<file path="src/rtl/nes_pkg.sv">
// Shared definitions for the NES/SNES pad reader: FSM states, button
// positions within the serial frame and default protocol timing.
package nes_pkg;

    // Frame sequencing states, in the order a frame walks through them.
    typedef enum logic [2:0] {
        IDLE   = 3'd0,
        LATCH  = 3'd1,
        SETTLE = 3'd2,
        CLK_LO = 3'd3,
        CLK_HI = 3'd4,
        DONE   = 3'd5
    } nes_state_e;

    // Bit positions of the standard NES buttons in the button word.
    localparam int BTN_A      = 0;
    localparam int BTN_B      = 1;
    localparam int BTN_SELECT = 2;
    localparam int BTN_START  = 3;
    localparam int BTN_UP     = 4;
    localparam int BTN_DOWN   = 5;
    localparam int BTN_LEFT   = 6;
    localparam int BTN_RIGHT  = 7;

    // Default timing: an 8-bit NES frame with a 4-cycle serial half period.
    localparam int DEF_NUM_BITS     = 8;
    localparam int DEF_HALF_CYCLES  = 4;
    localparam int DEF_LATCH_CYCLES = 8;

    // Larger of two integers, used to size the shared phase counter.
    function automatic int maxInt(input int a, input int b);
        return (a > b) ? a : b;
    endfunction

endpackage

</file>
<file path="src/rtl/nes_phase_timer.sv">
// Loadable down-counter that times every phase of a frame. The FSM loads
// (duration - 1) on each state entry and moves on when the count hits zero.
module nes_phase_timer #(
    parameter int WIDTH = 4
) (
    input  logic             clk_i,
    input  logic             reset_i,
    input  logic             load_i,
    input  logic [WIDTH-1:0] load_val_i,
    output logic             tc_o
);

    logic [WIDTH-1:0] count_q;

    // Reload on request, otherwise count down and park at zero.
    always_ff @(posedge clk_i) begin
        if (reset_i) begin
            count_q <= '0;
        end else if (load_i) begin
            count_q <= load_val_i;
        end else if (count_q != '0) begin
            count_q <= count_q - WIDTH'(1);
        end
    end

    assign tc_o = (count_q == '0);

endmodule

</file>
<file path="src/rtl/nes_controller_reader.sv">
// Console-side NES/SNES pad reader: drives latch and serial clock, samples
// the pad's active-low data through a synchronizer and publishes a
// registered, active-high button word with a one-cycle valid pulse.
module nes_controller_reader
    import nes_pkg::*;
#(
    parameter int NUM_BITS     = DEF_NUM_BITS,
    parameter int HALF_CYCLES  = DEF_HALF_CYCLES,
    parameter int LATCH_CYCLES = DEF_LATCH_CYCLES
) (
    input  logic                clk,
    input  logic                reset,
    input  logic                start,
    input  logic                data_in,
    output logic                latch_out,
    output logic                clk_out,
    output logic [NUM_BITS-1:0] buttons,
    output logic                valid,
    output logic                busy
);

    localparam int PHASE_W = $clog2(maxInt(HALF_CYCLES, LATCH_CYCLES) + 1);
    localparam int IDX_W   = (NUM_BITS > 1) ? $clog2(NUM_BITS) : 1;

    localparam logic [PHASE_W-1:0] HALF_LOAD  = PHASE_W'(HALF_CYCLES - 1);
    localparam logic [PHASE_W-1:0] LATCH_LOAD = PHASE_W'(LATCH_CYCLES - 1);
    localparam logic [IDX_W-1:0]   LAST_IDX   = IDX_W'(NUM_BITS - 1);

    nes_state_e          state_q, state_d;
    logic                sync1_q, sync2_q;
    logic [IDX_W-1:0]    bitIdx_q, bitIdx_d;
    logic [NUM_BITS-1:0] shreg_q, shreg_d;
    logic [NUM_BITS-1:0] buttons_q, buttons_d;
    logic                valid_q, valid_d;
    logic                latch_q, latch_d;
    logic                clkOut_q, clkOut_d;
    logic                timerLoad;
    logic [PHASE_W-1:0]  timerLoadVal;
    logic                timerTc;

    nes_phase_timer #(
        .WIDTH(PHASE_W)
    ) u_phase_timer (
        .clk_i      (clk),
        .reset_i    (reset),
        .load_i     (timerLoad),
        .load_val_i (timerLoadVal),
        .tc_o       (timerTc)
    );

    // Two-flop synchronizer for the asynchronous pad data; idles high (released).
    always_ff @(posedge clk) begin
        if (reset) begin
            sync1_q <= 1'b1;
            sync2_q <= 1'b1;
        end else begin
            sync1_q <= data_in;
            sync2_q <= sync1_q;
        end
    end

    // Frame sequencing: each phase reloads the timer on entry and advances on terminal count.
    always_comb begin
        state_d      = state_q;
        bitIdx_d     = bitIdx_q;
        shreg_d      = shreg_q;
        buttons_d    = buttons_q;
        valid_d      = 1'b0;
        timerLoad    = 1'b0;
        timerLoadVal = '0;
        case (state_q)
            IDLE: begin
                if (start) begin
                    state_d      = LATCH;
                    shreg_d      = '0;
                    timerLoad    = 1'b1;
                    timerLoadVal = LATCH_LOAD;
                end
            end
            LATCH: begin
                if (timerTc) begin
                    state_d      = SETTLE;
                    timerLoad    = 1'b1;
                    timerLoadVal = HALF_LOAD;
                end
            end
            SETTLE: begin
                if (timerTc) begin
                    state_d      = CLK_LO;
                    bitIdx_d     = '0;
                    timerLoad    = 1'b1;
                    timerLoadVal = HALF_LOAD;
                end
            end
            CLK_LO: begin
                if (timerTc) begin
                    shreg_d[bitIdx_q] = ~sync2_q;
                    state_d           = CLK_HI;
                    timerLoad         = 1'b1;
                    timerLoadVal      = HALF_LOAD;
                end
            end
            CLK_HI: begin
                if (timerTc) begin
                    if (bitIdx_q == LAST_IDX) begin
                        state_d = DONE;
                    end else begin
                        bitIdx_d     = bitIdx_q + IDX_W'(1);
                        state_d      = CLK_LO;
                        timerLoad    = 1'b1;
                        timerLoadVal = HALF_LOAD;
                    end
                end
            end
            DONE: begin
                buttons_d = shreg_q;
                valid_d   = 1'b1;
                state_d   = IDLE;
            end
            default: begin
                state_d = IDLE;
            end
        endcase
        latch_d  = (state_d == LATCH);
        clkOut_d = (state_d != CLK_LO);
    end

    // State, frame data and pad-pin registers; pins come straight from flops so they never glitch.
    always_ff @(posedge clk) begin
        if (reset) begin
            state_q   <= IDLE;
            bitIdx_q  <= '0;
            shreg_q   <= '0;
            buttons_q <= '0;
            valid_q   <= 1'b0;
            latch_q   <= 1'b0;
            clkOut_q  <= 1'b1;
        end else begin
            state_q   <= state_d;
            bitIdx_q  <= bitIdx_d;
            shreg_q   <= shreg_d;
            buttons_q <= buttons_d;
            valid_q   <= valid_d;
            latch_q   <= latch_d;
            clkOut_q  <= clkOut_d;
        end
    end

    assign latch_out = latch_q;
    assign clk_out   = clkOut_q;
    assign buttons   = buttons_q;
    assign valid     = valid_q;
    assign busy      = (state_q != IDLE);

endmodule

</file>
<file path="config.mk">
export PLATFORM = sky130hd
export DESIGN_NAME = nes_controller_reader
export DESIGN_NICKNAME = d
export VERILOG_FILES = /design/src/rtl/nes_pkg.sv /design/src/rtl/nes_phase_timer.sv /design/src/rtl/nes_controller_reader.sv
export SDC_FILE = /design/constraint.sdc
export NUM_CORES = 1
export LEC_CHECK = 0
export CAP_MARGIN = 20
export CORE_MARGIN = 4
export CORE_UTILIZATION = 55
export DETAILED_ROUTE_END_ITERATION = 8
export PLACE_DENSITY = 0.84
export RECOVER_POWER = 50
export SYNTH_ARGS = -nofsm -noshare
export SYNTH_HDL_FRONTEND = slang
export SYNTH_SLANG_ARGS = --single-unit
</file>
<file path="constraint.sdc">
create_clock -name clk -period 4.3 [get_ports clk]
set_input_delay 1.29 -clock clk [delete_from_list [all_inputs] [get_ports clk]]
set_output_delay 1.29 -clock clk [all_outputs]
set_load 0.05 [all_outputs]
</file>
* After elaboration in Yosys (flattened, before gate mapping)
Cells that the tools add are included.
Storage, ports and cells: register bits after elaboration 31, bits of input ports 4, output and inout bits 12, logic and storage cells 69
Cells by class: add/subtract/negate cells 2, $lt $le $gt $ge 2, equality and inequality tests 13, muxes and demuxes 30, bitwise gates (word level) 1, reduce and logical (&&, ||, !) cells 11
Operators with widths (number):
- 2-to-1 mux 3 bit | 10
- 2-to-1 mux 8 bit | 2
- one-hot mux 8 bit (2 select lines) | 1
- one-hot mux 3 bit (5 select lines) | 1
- inequality test 2 bit (second input constant) | 5
- equality test 3 bit (second input constant) | 3
- one-hot mux 3 bit (3 select lines) | 1
- bitwise mux 8 bit | 1
- 2-to-1 mux 4 bit | 2
- equality test 3 x 1 -> 1 bit (second input constant) | 2
- equality test 3 x 2 -> 1 bit (second input constant) | 2
- 2-to-1 mux 1 bit | 6
- 2-to-1 mux 2 bit | 3
- one-hot mux 3 bit (2 select lines) | 1
- nonzero test 2 bit | 3
- logical NOT 4 bit | 1
- less-than comparator 3 x 4 -> 1 bit (second input constant) | 1
- AND reduction 4 bit | 1
- nonzero test 4 bit | 1
- subtractor 4 x 1 -> 4 bit (second input constant) | 1
- adder 3 x 1 -> 3 bit (second input constant) | 1
- demux 1 bit (select 3 bit) | 1
- >= comparator 3 x 1 -> 1 bit (second input constant) | 1
- logical NOT 3 bit | 1
- 7 further kinds | 7

* Logic depth before layout (Yosys ltp)
Gate-level depths: netlist of run 1.
word-level depth 7, depth in mapped cells 7, mapped depth without buffers 6

* Cells and area by module
Synthesis of run 1 repeated with hierarchy kept, for this count alone.
Second synthesis, totals: cells, all modules 160, area total of the unflattened synthesis 1490.2 µm²
By module, submodules not included:
- nes_controller_reader | times used 1, cells each 136, area each 1261.2 µm², seq. area each 540.5 µm²
- nes_phase_timer | times used 1, cells each 24, area each 229.0 µm², seq. area each 80.1 µm²

* Least setup slack after synthesis of run 1
Ideal clock, no wire load.
path kind register to output, start register state_q[0], end output port busy, arrival 1067 ps, data required time 3010 ps, path slack 1943 ps, cell stages (with the launch flop) 3, path buffers 1, path through dfxtp_1 buf_2 or3_2
On the way: word-level cells in the longest chain between the ends 1
Ends and longest elaborated chain:
- start: declaration | line nes_controller_reader.sv:29 | nes_state_e state_q, state_d;
- start signal: assignment | line nes_controller_reader.sv:139 | state_q <= state_d;
- nonzero test 3 bit | line nes_controller_reader.sv:153 | assign busy = (state_q != IDLE);
- end: declaration | line nes_controller_reader.sv:19 | output logic busy
Every way passes these cells.

* Worst setup path in the final report of run 1
start register state_q[2], end output port busy
Same word-level chain as after synthesis.

==> results of run 1 <==
## worst paths after layout
check                            from                        to  slack (ns)  depth (start not counted)
min                sync1_q$_SDFF_PP1_        sync2_q$_SDFF_PP1_        0.42                          1
max             state_q[2]$_SDFF_PP0_                      busy        0.92                          2
max reg2reg  bitIdx_q[0]$_SDFFE_PP0P_  bitIdx_q[2]$_SDFFE_PP0P_        2.12                          6
min reg2reg        sync1_q$_SDFF_PP1_        sync2_q$_SDFF_PP1_        0.42                          1
## synthesized netlist by cell type (2+ instances only)
library cell,count
ha_1,4
or3b_2,2
mux2i_1,7
nor2_1,16
a31oi_1,4
o21a_1,3
dfxtp_1,31
clkbuf_1,8
o31ai_1,2
o21ai_0,8
nand2_1,7
nor3_1,4
o311ai_0,7
nand2b_1,2
inv_1,10
or3_1,5
or3b_1,2
xnor2_1,2
a21oi_1,9
or2_2,3
buf_2,2
nand4_1,2
## metrics by stage
| step | instance area (sq um) | setup WS [ns] |
|---|---|---|
| 4_1_cts | 1660 | 0.928 |
| 3_5_place_dp | 1570 | 1.15 |
| 5_1_grt | 1660 | 0.832 |
| 3_3_place_gp | 1570 | 1.29 |
| 2_1_floorplan | 1440 | 1.94 |
| 6_report | 1660 | 0.915 |
## power groups by stage
stage | sequential [W] | clock [W] | combinational [W]
floorplan | 0.000364 | 0 | 0.000243
global placement | 0.000361 | 0 | 0.000289
detailed placement | 0.000364 | 0 | 0.000301
CTS | 0.000358 | 0.000245 | 0.000303
global route | 0.000367 | 0.000259 | 0.000326
finish | 0.000359 | 0.000243 | 0.000307
## registers in the layout, summed over array words and instances (netlist names)
signal / cells
bitIdx_q: 3
buttons: 8
clk_out: 1
latch_out: 1
shreg_q: 8
state_q: 3
sync1_q: 1
sync2_q: 1
u_phase_timer.count_q: 4
valid: 1
## metal layers
| metal | vias up | track usage, % | routed length, um |
|---|---|---|---|
| li1 | 599 | - | - |
| met1 | 546 | 22.5 | 1380 |
| met2 | 38 | 30.3 | 1410 |
| met3 | 5 | 7.19 | 178 |
| met4 | 0 | 9.06 | 33 |
| met5 | - | 0 | 0 |
## final cells by class
cell class / count / area share, %
multi-input cells: 108 / 43.9
flip-flops and latches: 31 / 37.4
repair buffers: 15 / 9.04
clock buffers: 6 / 3.09
inverters: 10 / 2.26
well taps: 30 / 2.26
clock inverters: 2 / 2.11
## cells by family (layout without fill, tap and decap cells)
group                      after synthesis  after routing  share of synthesized area, %
muxes                                    8              8                          5.64
AOI/OAI and AO/OA                       40             40                          18.8
DFF                                     31             31                          43.1
xor gates and xnor gates                 2              2                          1.22
buffers and inverters                   22             33                          6.42
and+or+nand+nor                         54             54                          21.4
adders and majority gates                4              4                          3.47
==> impl_metrics.ini, run 1 <==
[clocking]
cts_sinks = 31
postCtsResizedCells = 0
tritoncts = yes
clock_path_buffers = 2
cts_buffers = 5
cts_root_buf = clkbuf_4
cts_hold_buf = 0
cts.clk_slew.worst_paths_ns = 0.10
h-tree-depth = 2
post_cts_buffers = 0
clk_latency_ns = 0.34

[routing]
drt-initial-drc-count = 49
drt_wl_total_um = 3010
via_count = 1188
drt_pass1_iterations = 4
drt-wirelength-per-cell_um = 14.9
post_drt_via_cell_ratio = 5.88
drc_errors = 0
detail-route-antenna-nets = 0

[grt]
antenna_found_initial = 0
grt_pass1_wl_um = 4970
grt_max_degree = 24
gr-total-overflow = 0
grt_pass1_vias = 1106
grt_use_total_pct = 19.0

[cells_and_area]
ff_latch_area_sq_um = 621
n_antenna_cell = 0
layout_common_cells = dfxtp_1, nor2_1, clkdlybuf4s50_1
fill_cells = 206
final_nets = 179
fin_util_pct = 67.0
area_growth_pct = 15.2
final_common_cell = dfxtp_1
final_layout_size_suffix_gt1_share_pct = 10.5
multi_input_area_sq_um = 728
stdcell_count = 202

[power]
cellPowerDensity_nw_per_um2 = 548
p_seq_share_pct = 39.4
fin_total_pwr_w = 0.000910
combPwrFrac_pct = 33.8
intPower_w = 0.000584
p_clk_share_pct = 26.8
p_leak_nw = 0.634
vdd_drop_max_uv = 486
switchingPower_w = 0.000325
p_sw_share_pct = 35.8

[yosys]
synth.avg_cell_area_sq_um = 8.95
ys_warn_count = 0
syn_nets = 169
synth-edff-count = 0
yosys.area.top_type_share_pct = 43.1
ys_types = 43
synth_seq_area_share_pct = 43.1
synth_top_cell_by_area = dfxtp_1
ys.flop_type = dfxtp_1
yosys_register_bits = 31
syn-cell-area_sq_um = 1440
synthArstFlopShare_pct = 0
synthTopCellsByArea = dfxtp_1, mux2i_1, o311ai_0
synthCells = 161

[setup_path]
start_kind = flop
crit_family = buffers and inverters
cp.required_ns = 3.01
critPathKind = reg2out
critPathMaxStageDelay_ns = 0.80
critPathBufInv = 1
worstPathCellList = or3_2 > clkdlybuf4s50_1
worst-path-max-fanout = 21
end_kind = output port
slowest_stage = clkdlybuf4s50_1
critical_path_arrival_ns = 2.09

[die]
start_util_pct = 58.2
rows = 18
core_sq_um = 2480
die_area_sq_um = 3500
die-height_um = 59.2
ioPinCount = 16
die_w_um = 59.2

[sta]
tns_ns = 0
setup_viol = 0
hold_slack_ns = 0.418
slew_headroom_pct = 45.6
finalClockSkew_ns = 0.00442
fmax_mhz = 295
post-route-min-period_ns = 3.38
finalHoldViolCount = 0
worst_pin_slew_ns = 0.813
slew_viol_final = 0
finalCritPeriodShare_pct = 78.7
rsz0062_at_grt = no

[place]
port_buffers = 15
globalplace.congestion = 0.744
dp_cells = 194
place_hpwl_um = 2080

[worst_hold_path]
hold_path_class = reg2reg

[run]
cap_violations = 0

[run_status]
outcome = finished, final reports clean
Note: power is estimated with default switching activity, not from simulation.
==> run 2: changes to the inputs <==
- CORE_UTILIZATION: 55 -> 54
- PLACE_DENSITY: 0.84 -> 0.83
- clock period: 4.3 -> 3.4 ns (I/O delays scaled with it)
==> run 2 against run 1 <==
Net effect:
- cell area is 1.6% lower
- first-iteration DRC count is 6.1% lower
- largest power group unchanged
- highest routed layer unchanged
- via count is 2.4% higher
- hold slack hardly changed
- sequential share of layout area is 0.60 points higher
==> impl_metrics.ini, run 2 (synthesis gave the netlist of run 1 again) <==
[setup_path]
end_kind = output port
worst-path-max-fanout = 21
critPathMaxStageDelay_ns = 0.80
critPathKind = reg2out
critPathBufInv = 1
cp.required_ns = 2.38
slowest_stage = clkdlybuf4s50_1
critical_path_arrival_ns = 2.05
crit_family = buffers and inverters
start_kind = flop
worstPathCellList = or3_2 > clkdlybuf4s50_1

[power]
vdd_drop_max_uv = 533
combPwrFrac_pct = 36.4
p_sw_share_pct = 36.9
cellPowerDensity_nw_per_um2 = 641
p_seq_share_pct = 43.2
p_leak_nw = 0.622
intPower_w = 0.000660
switchingPower_w = 0.000387
p_clk_share_pct = 20.4
fin_total_pwr_w = 0.00105

[clocking]
clk_latency_ns = 0.33
postCtsResizedCells = 0
h-tree-depth = 2
cts_sinks = 31
tritoncts = yes
cts_root_buf = clkbuf_4
cts_buffers = 5
cts_hold_buf = 0
clock_path_buffers = 2
post_cts_buffers = 0
cts.clk_slew.worst_paths_ns = 0.09

[place]
port_buffers = 15
place_hpwl_um = 2120
globalplace.congestion = 0.828
dp_slack_ns = 0.693
dpl_cell_area_sq_um = 1580

[cells_and_area]
final_common_cell = dfxtp_1
multi_input_area_sq_um = 728
n_antenna_cell = 0
area_growth_pct = 13.4
fin_util_pct = 64.8
postLayoutCellArea_sq_um = 1630
ff_latch_area_sq_um = 621
fill_cells = 209
layout_common_cells = dfxtp_1, nor2_1, clkdlybuf4s50_1
final_layout_size_suffix_gt1_share_pct = 9.88
final_nets = 180

[grt]
antenna_found_initial = 0
grt_use_total_pct = 18.4
grt_pass1_wl_um = 4900
grt_pass1_vias = 1119
gr-total-overflow = 0
grt_max_degree = 22

[die]
core_sq_um = 2520
ioPinCount = 16
rows = 18
die-height_um = 59.7
start_util_pct = 57.1
die_w_um = 59.7
die_area_sq_um = 3560

[sta]
timing.final.ws_setup_ns = 0.328
finalHoldViolCount = 0
tns_ns = 0
fmax_mhz = 325
finalCritPeriodShare_pct = 90.4
worst_pin_slew_ns = 0.634
setup_viol = 0
slew_viol_final = 0
rsz0062_at_grt = no
slew_headroom_pct = 57.7
post-route-min-period_ns = 3.07
finalClockSkew_ns = 0.00500

[routing]
drt-wirelength-per-cell_um = 14.1
detail-route-antenna-nets = 0
drc_errors = 0
via_count = 1216
drt_pass1_iterations = 4
drt-initial-drc-count = 46
drt_wl_total_um = 2860
post_drt_via_cell_ratio = 6.02

[run]
cap_violations = 0

[worst_hold_path]
hold_path_class = reg2reg

[run_status]
outcome = finished, final reports clean
## run 2: changes by cell type in the layout (fill, tap and decap cells not counted), sizes merged
cell | before | now
clkdlybuf4s50 | 14 | 13
clkbuf | 6 | 7
bufinv | 1 | 0
dlygate4sd3 | 1 | 2
## run 2: path summary, 6_finish.rpt
kind	startpoint	to	slack [ns]	cells after the start
worst max register to register	bitIdx_q[0]$_SDFFE_PP0P_	bitIdx_q[1]$_SDFFE_PP0P_	1.16	6
worst max-delay path	state_q[2]$_SDFF_PP0_	busy	0.33	2
worst min-delay path	sync1_q$_SDFF_PP1_	sync2_q$_SDFF_PP1_	0.42	1
worst min register to register	sync1_q$_SDFF_PP1_	sync2_q$_SDFF_PP1_	0.42	1
## run 2: worst register-to-register path: cells and delay by family (launching register included)
family	cells	cell delay, ns
compound gates	2	0.51
fa+ha+maj	2	0.52
flops	1	0.45
simple gates	2	0.69
## run 2: cell type report
cell class / instances / share of cell area, %
Clock inverter: 1 / 0.306
Multi-Input combinational cell: 108 / 44.6
Sequential cell: 31 / 38.0
Inverter: 10 / 2.30
Clock buffer: 6 / 3.14
Timing Repair Buffer: 16 / 9.42
Tap cell: 30 / 2.30
## run 2: power groups by stage
stage	sequential, W	clock (W)	combinational, W
2_1_floorplan	0.000461	0	0.000307
3_3_place_gp	0.000453	0	0.000368
3_5_place_dp	0.000460	0	0.000378
4_1_cts	0.000451	0.000220	0.000381
5_1_grt	0.000462	0.000238	0.000419
6_report	0.000453	0.000214	0.000381
## run 2: routing by layer
metal	vias up	GRT usage [%]	share of wire, %	routed length (um)
met5	-	0	0	0
met1	562	22.4	45	1270
met2	50	27.5	47	1330
met3	5	7.34	7.5	213
li1	599	-	-	-
met4	0	10.1	1.3	38
## run 2: through the flow
stage / hold WS, ns / std cells
finish: 0.417 / 202
global route: 0.431 / 202
CTS: 0.422 / 202
detailed placement: 0.401 / 195
global placement: 0.400 / 195
floorplan: 0.389 / 161
